<file path="src/rtl/mem_arb_pkg.sv">
`default_nettype none
// ============================================================================
// Package  : mem_arb_pkg
// Brief    : Shared types and constants for the fetch/data memory arbiter.
// Revision : 1.0  initial release
// ============================================================================
package mem_arb_pkg;

  localparam int DEFAULT_WIDTH = 32;

  localparam logic OWN_FETCH = 1'b0;
  localparam logic OWN_DATA  = 1'b1;

  typedef enum logic [1:0] {
    IDLE   = 2'd0,
    ACCESS = 2'd1,
    DONE   = 2'd2
  } arb_state_e;

  // Returns {fetch_ack, data_ack} for the owner of a finishing access.
  function automatic logic [1:0] owner_ack(input logic done, input logic owner);
    logic [1:0] ack;
    ack = 2'b00;
    if (done) begin
      ack = (owner == OWN_DATA) ? 2'b01 : 2'b10;
    end
    return ack;
  endfunction

endpackage
`default_nettype wire

</file>
<file path="src/rtl/mem_arbiter_if.sv">
`default_nettype none
// ============================================================================
// Interface : mem_arbiter_if
// Brief     : Fetch, load/store and memory-port signals of the memory arbiter.
// Revision  : 1.0  initial release
// ============================================================================
interface mem_arbiter_if #(
  parameter int WIDTH = mem_arb_pkg::DEFAULT_WIDTH
);

  logic             i_req;
  logic [WIDTH-1:0] i_addr;
  logic             i_ack;
  logic [WIDTH-1:0] i_rdata;

  logic             d_req;
  logic             d_wr;
  logic             d_byte;
  logic [WIDTH-1:0] d_addr;
  logic [WIDTH-1:0] d_wdata;
  logic             d_ack;
  logic [WIDTH-1:0] d_rdata;

  logic             mem_wr;
  logic             mem_byte;
  logic [WIDTH-1:0] mem_addr;
  logic [WIDTH-1:0] mem_wdata;
  logic [WIDTH-1:0] mem_rdata;

  logic             busy;

  // Arbiter side
  modport slave (
    input  i_req, i_addr,
    input  d_req, d_wr, d_byte, d_addr, d_wdata,
    input  mem_rdata,
    output i_ack, i_rdata,
    output d_ack, d_rdata,
    output mem_wr, mem_byte, mem_addr, mem_wdata,
    output busy
  );

  // Requesters and memory side
  modport master (
    output i_req, i_addr,
    output d_req, d_wr, d_byte, d_addr, d_wdata,
    output mem_rdata,
    input  i_ack, i_rdata,
    input  d_ack, d_rdata,
    input  mem_wr, mem_byte, mem_addr, mem_wdata,
    input  busy
  );

endinterface
`default_nettype wire

</file>
<file path="src/rtl/arb_pick2.sv">
`default_nettype none
// ============================================================================
// Module   : arb_pick2
// Brief    : Two-input request picker; MEM_ARB_ROUND_ROBIN_EN selects round-robin,
//            otherwise the data port has fixed priority.
// Revision : 1.0  initial release
// ============================================================================
module arb_pick2
  import mem_arb_pkg::*;
(
  input  wire logic i_req,
  input  wire logic d_req,
`ifdef MEM_ARB_ROUND_ROBIN_EN
  input  wire logic last,
`endif
  output logic      owner
);

  always_comb begin
    owner = OWN_FETCH;
    if (i_req && d_req) begin
`ifdef MEM_ARB_ROUND_ROBIN_EN
      owner = ~last;
`else
      owner = OWN_DATA;
`endif
    end else if (d_req) begin
      owner = OWN_DATA;
    end
  end

endmodule
`default_nettype wire

</file>
<file path="src/rtl/mem_arbiter.sv">
`default_nettype none
// ============================================================================
// Module   : mem_arbiter
// Brief    : Shares one memory port between fetch and load/store, one access per
//            3-cycle window. Define MEM_ARB_ROUND_ROBIN_EN for round-robin conflicts.
// Revision : 1.0  initial release
// ============================================================================
module mem_arbiter
  import mem_arb_pkg::*;
#(
  parameter int WIDTH = DEFAULT_WIDTH
) (
  input  wire logic    clk,
  input  wire logic    rst,
  mem_arbiter_if.slave bus
);

  arb_state_e       r_state;
  arb_state_e       w_state_next;

  logic             w_grant;
  logic             w_pick;
  logic             w_done;
  logic [1:0]       w_ack;

  logic             r_owner;
  logic             r_store;
  logic             r_mem_wr;
  logic             r_mem_byte;
  logic [WIDTH-1:0] r_mem_addr;
  logic [WIDTH-1:0] r_mem_wdata;

  assign w_grant = (r_state == IDLE) && (bus.i_req || bus.d_req);

`ifdef MEM_ARB_ROUND_ROBIN_EN
  logic r_last;

  arb_pick2 u_pick (
    .i_req (bus.i_req),
    .d_req (bus.d_req),
    .last  (r_last),
    .owner (w_pick)
  );

  // Resets to data so that fetch wins the first conflict
  always_ff @(posedge clk or negedge rst) begin
    if (!rst) begin
      r_last <= OWN_DATA;
    end else if (w_grant) begin
      r_last <= w_pick;
    end
  end
`else
  arb_pick2 u_pick (
    .i_req (bus.i_req),
    .d_req (bus.d_req),
    .owner (w_pick)
  );
`endif

  always_ff @(posedge clk or negedge rst) begin
    if (!rst) begin
      r_state <= IDLE;
    end else begin
      r_state <= w_state_next;
    end
  end

  always_comb begin
    w_state_next = r_state;
    case (r_state)
      IDLE:    if (w_grant) w_state_next = ACCESS;
      ACCESS:  w_state_next = DONE;
      DONE:    w_state_next = IDLE;
      default: w_state_next = IDLE;
    endcase
  end

  // Payload is captured once at grant; later requester changes never reach memory
  always_ff @(posedge clk or negedge rst) begin
    if (!rst) begin
      r_owner     <= OWN_FETCH;
      r_store     <= 1'b0;
      r_mem_wr    <= 1'b0;
      r_mem_byte  <= 1'b0;
      r_mem_addr  <= '0;
      r_mem_wdata <= '0;
    end else begin
      r_mem_wr <= 1'b0;
      if (w_grant) begin
        r_owner <= w_pick;
        if (w_pick == OWN_DATA) begin
          r_store     <= bus.d_wr;
          r_mem_wr    <= bus.d_wr;
          r_mem_byte  <= bus.d_byte;
          r_mem_addr  <= bus.d_addr;
          r_mem_wdata <= bus.d_wdata;
        end else begin
          r_store     <= 1'b0;
          r_mem_byte  <= 1'b0;
          r_mem_addr  <= bus.i_addr;
        end
      end
    end
  end

  assign w_done = (r_state == DONE);
  assign w_ack  = owner_ack(w_done, r_owner);

  assign bus.i_ack     = w_ack[1];
  assign bus.d_ack     = w_ack[0];
  assign bus.i_rdata   = w_ack[1] ? bus.mem_rdata : '0;
  assign bus.d_rdata   = (w_ack[0] && !r_store) ? bus.mem_rdata : '0;

  assign bus.mem_wr    = r_mem_wr;
  assign bus.mem_byte  = r_mem_byte;
  assign bus.mem_addr  = r_mem_addr;
  assign bus.mem_wdata = r_mem_wdata;

  assign bus.busy      = (r_state != IDLE);

endmodule
`default_nettype wire

</file>
<file path="src/flat_wrapper.sv">
// flat-port wrapper written by rule: the top's interface ports become plain ports
module mem_arbiter_flat import mem_arb_pkg::*;
#(
  parameter int WIDTH = DEFAULT_WIDTH
)
  (clk, rst, bus_i_req, bus_i_addr, bus_d_req, bus_d_wr, bus_d_byte, bus_d_addr, bus_d_wdata, bus_mem_rdata, bus_i_ack, bus_i_rdata, bus_d_ack, bus_d_rdata, bus_mem_wr, bus_mem_byte, bus_mem_addr, bus_mem_wdata, bus_busy);
  mem_arbiter_if #(.WIDTH(WIDTH)) bus_i ();
  input  wire logic clk;
  input  wire logic rst;
  input wire logic [$bits(bus_i.i_req)-1:0] bus_i_req;
  input wire logic [$bits(bus_i.i_addr)-1:0] bus_i_addr;
  input wire logic [$bits(bus_i.d_req)-1:0] bus_d_req;
  input wire logic [$bits(bus_i.d_wr)-1:0] bus_d_wr;
  input wire logic [$bits(bus_i.d_byte)-1:0] bus_d_byte;
  input wire logic [$bits(bus_i.d_addr)-1:0] bus_d_addr;
  input wire logic [$bits(bus_i.d_wdata)-1:0] bus_d_wdata;
  input wire logic [$bits(bus_i.mem_rdata)-1:0] bus_mem_rdata;
  output wire logic [$bits(bus_i.i_ack)-1:0] bus_i_ack;
  output wire logic [$bits(bus_i.i_rdata)-1:0] bus_i_rdata;
  output wire logic [$bits(bus_i.d_ack)-1:0] bus_d_ack;
  output wire logic [$bits(bus_i.d_rdata)-1:0] bus_d_rdata;
  output wire logic [$bits(bus_i.mem_wr)-1:0] bus_mem_wr;
  output wire logic [$bits(bus_i.mem_byte)-1:0] bus_mem_byte;
  output wire logic [$bits(bus_i.mem_addr)-1:0] bus_mem_addr;
  output wire logic [$bits(bus_i.mem_wdata)-1:0] bus_mem_wdata;
  output wire logic [$bits(bus_i.busy)-1:0] bus_busy;
  assign bus_i.i_req = bus_i_req;
  assign bus_i.i_addr = bus_i_addr;
  assign bus_i.d_req = bus_d_req;
  assign bus_i.d_wr = bus_d_wr;
  assign bus_i.d_byte = bus_d_byte;
  assign bus_i.d_addr = bus_d_addr;
  assign bus_i.d_wdata = bus_d_wdata;
  assign bus_i.mem_rdata = bus_mem_rdata;
  assign bus_i_ack = bus_i.i_ack;
  assign bus_i_rdata = bus_i.i_rdata;
  assign bus_d_ack = bus_i.d_ack;
  assign bus_d_rdata = bus_i.d_rdata;
  assign bus_mem_wr = bus_i.mem_wr;
  assign bus_mem_byte = bus_i.mem_byte;
  assign bus_mem_addr = bus_i.mem_addr;
  assign bus_mem_wdata = bus_i.mem_wdata;
  assign bus_busy = bus_i.busy;
  mem_arbiter #(.WIDTH(WIDTH)) u_core (.clk(clk), .rst(rst), .bus(bus_i));
endmodule
</file>
<file path="config.mk">
export PLATFORM = sky130hd
export DESIGN_NAME = mem_arbiter_flat
export DESIGN_NICKNAME = d
export VERILOG_FILES = /design/src/rtl/mem_arb_pkg.sv /design/src/rtl/mem_arbiter_if.sv /design/src/rtl/arb_pick2.sv /design/src/rtl/mem_arbiter.sv /design/src/flat_wrapper.sv
export SDC_FILE = /design/constraint.sdc
export NUM_CORES = 1
export LEC_CHECK = 0
export BUFFER_PORTS_ARGS = -buffer_cell sky130_fd_sc_hd__buf_2
export CORE_AREA = 2 2 104 106
export DETAILED_ROUTE_END_ITERATION = 16
export DIE_AREA = 0 0 106 108
export HOLD_SLACK_MARGIN = 0.02
export PLACE_DENSITY_LB_ADDON = 0.3
export RECOVER_POWER = 25
export SLEW_MARGIN = 5
export SYNTH_ARGS = -nofsm -noshare
export SYNTH_HDL_FRONTEND = slang
export SYNTH_SLANG_ARGS = --single-unit
</file>
<file path="constraint.sdc">
create_clock -name clk -period 2.89 [get_ports clk]
set_clock_uncertainty 0.15 [all_clocks]
set_input_delay 0.289 -clock clk [delete_from_list [all_inputs] [get_ports clk]]
set_output_delay 0.289 -clock clk [all_outputs]
set_load 0.02 [all_outputs]
</file>
==> flow_summary.ini <==
[outcome]
outcome = finished with violations
violations = max-capacitance violations

[route]
route.detailed.drc = 0
wl_per_cell_um = 14.4
routed_wl_mm = 10.5
drtIter0Drc = 185
vias = 3360
viasPerCell = 4.60
drt-pass1-iter-count = 4
postRouteAntennaNets = 0

[yosys]
synth_nets = 433
syn_area_mm2 = 0.00343
synth_top_area_share = 0.511
yosysMostFrequentCell = dfrtp_1
synth-seq-cells = 70
synth-edff-count = 0
seq_area_frac_synth = 0.511
ys.flop_type = dfrtp_1
ys_types = 21
async_flop_share = 1.00
netlist_top_cells_area = dfrtp_1 (51%), and2_1 (12%), mux2_2 (9.9%)
yosys.area.top_type = dfrtp_1
yosys_warnings = 0
ys_top_cells_by_count = dfrtp_1 (70), and2_1 (65), o21ai_0 (35), mux2i_1 (32), mux2_2 (30)
syn_area_per_cell_um2 = 11.5
synth_cells = 299

[setup_path]
startpoint_type = flop
endpoint_kind = output pin
path_cells = and3b_1 -> nor2b_1 -> buf_4 -> and2_1 -> buf_2
slowest_delay_ns = 0.45
crit_buf_inv = 2
ff2ff_setup_slack_ns = 0.90
worstSetupStartpoint = u_core.r_state[0]$_DFFE_PN0P_
slowest_stage = dfrtp_1
r2r-start = u_core.r_state[0]$_DFFE_PN0P_
crit_required_ns = 2.45
critPathKind = reg2out
cp_top_family = simple AND/OR/NAND/NOR gates
cp_data_arrival_time_ns = 1.80
crit_fanout = 32
reg2reg_depth = 4
reg2reg_to = u_core.r_store$_DFFE_PN0P_

[timing]
fmax_ghz = 0.446
min_period_ns = 2.24
slew_headroom = 0.00279
setup_viol = 0
rsz0062_at_grt = no
slew_violations = 0
finalHoldViolCount = 0
hold_ws_ns = 0.0336
tns_ns = 0
worstMarginPinSlew_ns = 1.50
post-route-period-util = 0.775

[hold_path]
hold_depth = 2
hp-class = in2reg
min_from = bus_d_wdata[24]
whs_endpoint = u_core.bus.mem_wdata[24]$_DFFE_PN0P_

[clock_network]
clockBufferDepth = 2
htreeDepth = 3
cts_buffers = 9
cts_tree = built
cts_root_buf = clkbuf_8
ctsHoldBuffers = 32
clock_latency_ns = 0.34
cts-resized-gates = 0
postCtsSetupRepairBufs = 0
clk_pin_slew_ns = 0.07
clock_sinks = 70

[cells_and_area]
fin_util = 0.520
layout.cells.non_filler = 731
nets = 727
diodes = 0
area_growth_pct = 55.1
drive_gt1_frac = 0.546

[die]
core-area_mm2 = 0.0102
dieHeight_um = 108
io_pins = 267
die_x_um = 106
rows = 37
initial_core_util = 0.335
die_area_mm2 = 0.0114

[pwr]
ir_drop_mv = 0.446
power_density_mw_per_mm2 = 925
leakage_nw = 2.89

[grt]
track_usage = 0.179
grt_overflow_total = 0
grt_max_degree = 44
grt_pass1_wl_mm = 15.8
grt_pass1_vias = 3224
grt_antenna_before_repair = 1

[place]
gp_congestion = 0.773
port_buffers = 266
dpl.hpwl_mm = 8.05
placed_cells = 686

[flow_run]
drv_cap = 1
==> area by class of cell <==
cell class / instances / area, µm²
fillers: 956 / 4920
flip-flops and latches: 70 / 1750
repair buffers: 307 / 1710
multi-input cells: 204 / 1530
well taps: 136 / 170
clock buffers: 11 / 131
clock inverters: 2 / 12.5
inverters: 1 / 3.75
==> power breakdown <==
part	switching [mW]	total (mW)	internal, mW
clock	0.333	0.629	0.296
combinational	1.58	2.58	0.998
sequential	0.246	1.71	1.47
==> cells by family after synthesis <==
group,share of synthesized area
mux,0.199
flops,0.511
compound gates,0.110
simple gates,0.137
buf+inv,0.0424
==> through the flow <==
| step | setup slack [ns] | total power [mW] | area [µm²] |
|---|---|---|---|
| floorplan | 0.972 | 3.41 | 3430 |
| finish | 0.649 | 4.92 | 5320 |
| global route | 0.491 | 5.23 | 5320 |
| global placement | 0.903 | 4.24 | 4860 |
| CTS | 0.598 | 4.98 | 5320 |
| detailed placement | 0.883 | 4.30 | 4860 |
==> worst max path at each step <==
| stage | endpoint | depth (start not counted) |
|---|---|---|
| 3_5_place_dp | u_core.r_store$_DFFE_PN0P_ | 4 |
| 2_1_floorplan | bus_d_rdata[10] | 4 |
| 3_3_place_gp | u_core.r_owner$_DFFE_PN0P_ | 4 |
| 5_1_grt | bus_d_rdata[9] | 5 |
| 4_1_cts | bus_d_rdata[1] | 5 |
| 6_report | bus_d_rdata[12] | 5 |
==> flip-flops by register name (all words and copies together) (netlist names) <==
register              cells
u_core.bus.mem_addr      32
u_core.bus.mem_wdata     32
u_core.r_state            2
u_core.bus.mem_byte       1
u_core.bus.mem_wr         1
u_core.r_owner            1
u_core.r_store            1
==> metal layers <==
metal / GRT usage / vias to the layer above / wire length [µm]
met5: 0 / - / 13
met4: 0.0761 / 2 / 224
met3: 0.0591 / 19 / 964
met2: 0.321 / 171 / 5450
met1: 0.193 / 1566 / 3860
li1: - / 1602 / -
==> cell usage in the layout, fill, tap and decap left out, types with 2 or more instances in the layout <==
master and instances:
buf_2 265, clkbuf_1 4, or2_1 2, nor2b_1 2, mux2_2 30, buf_4 7, o21ai_2 9, mux2i_1 32
dfrtp_1 70, clkbuf_8 9, o21ai_0 35, o21ai_1 20, dlygate4sd3_1 32, a21o_1 2, mux2_1 2, and2_1 65
No activity file was read; power rests on OpenSTA's default activity.
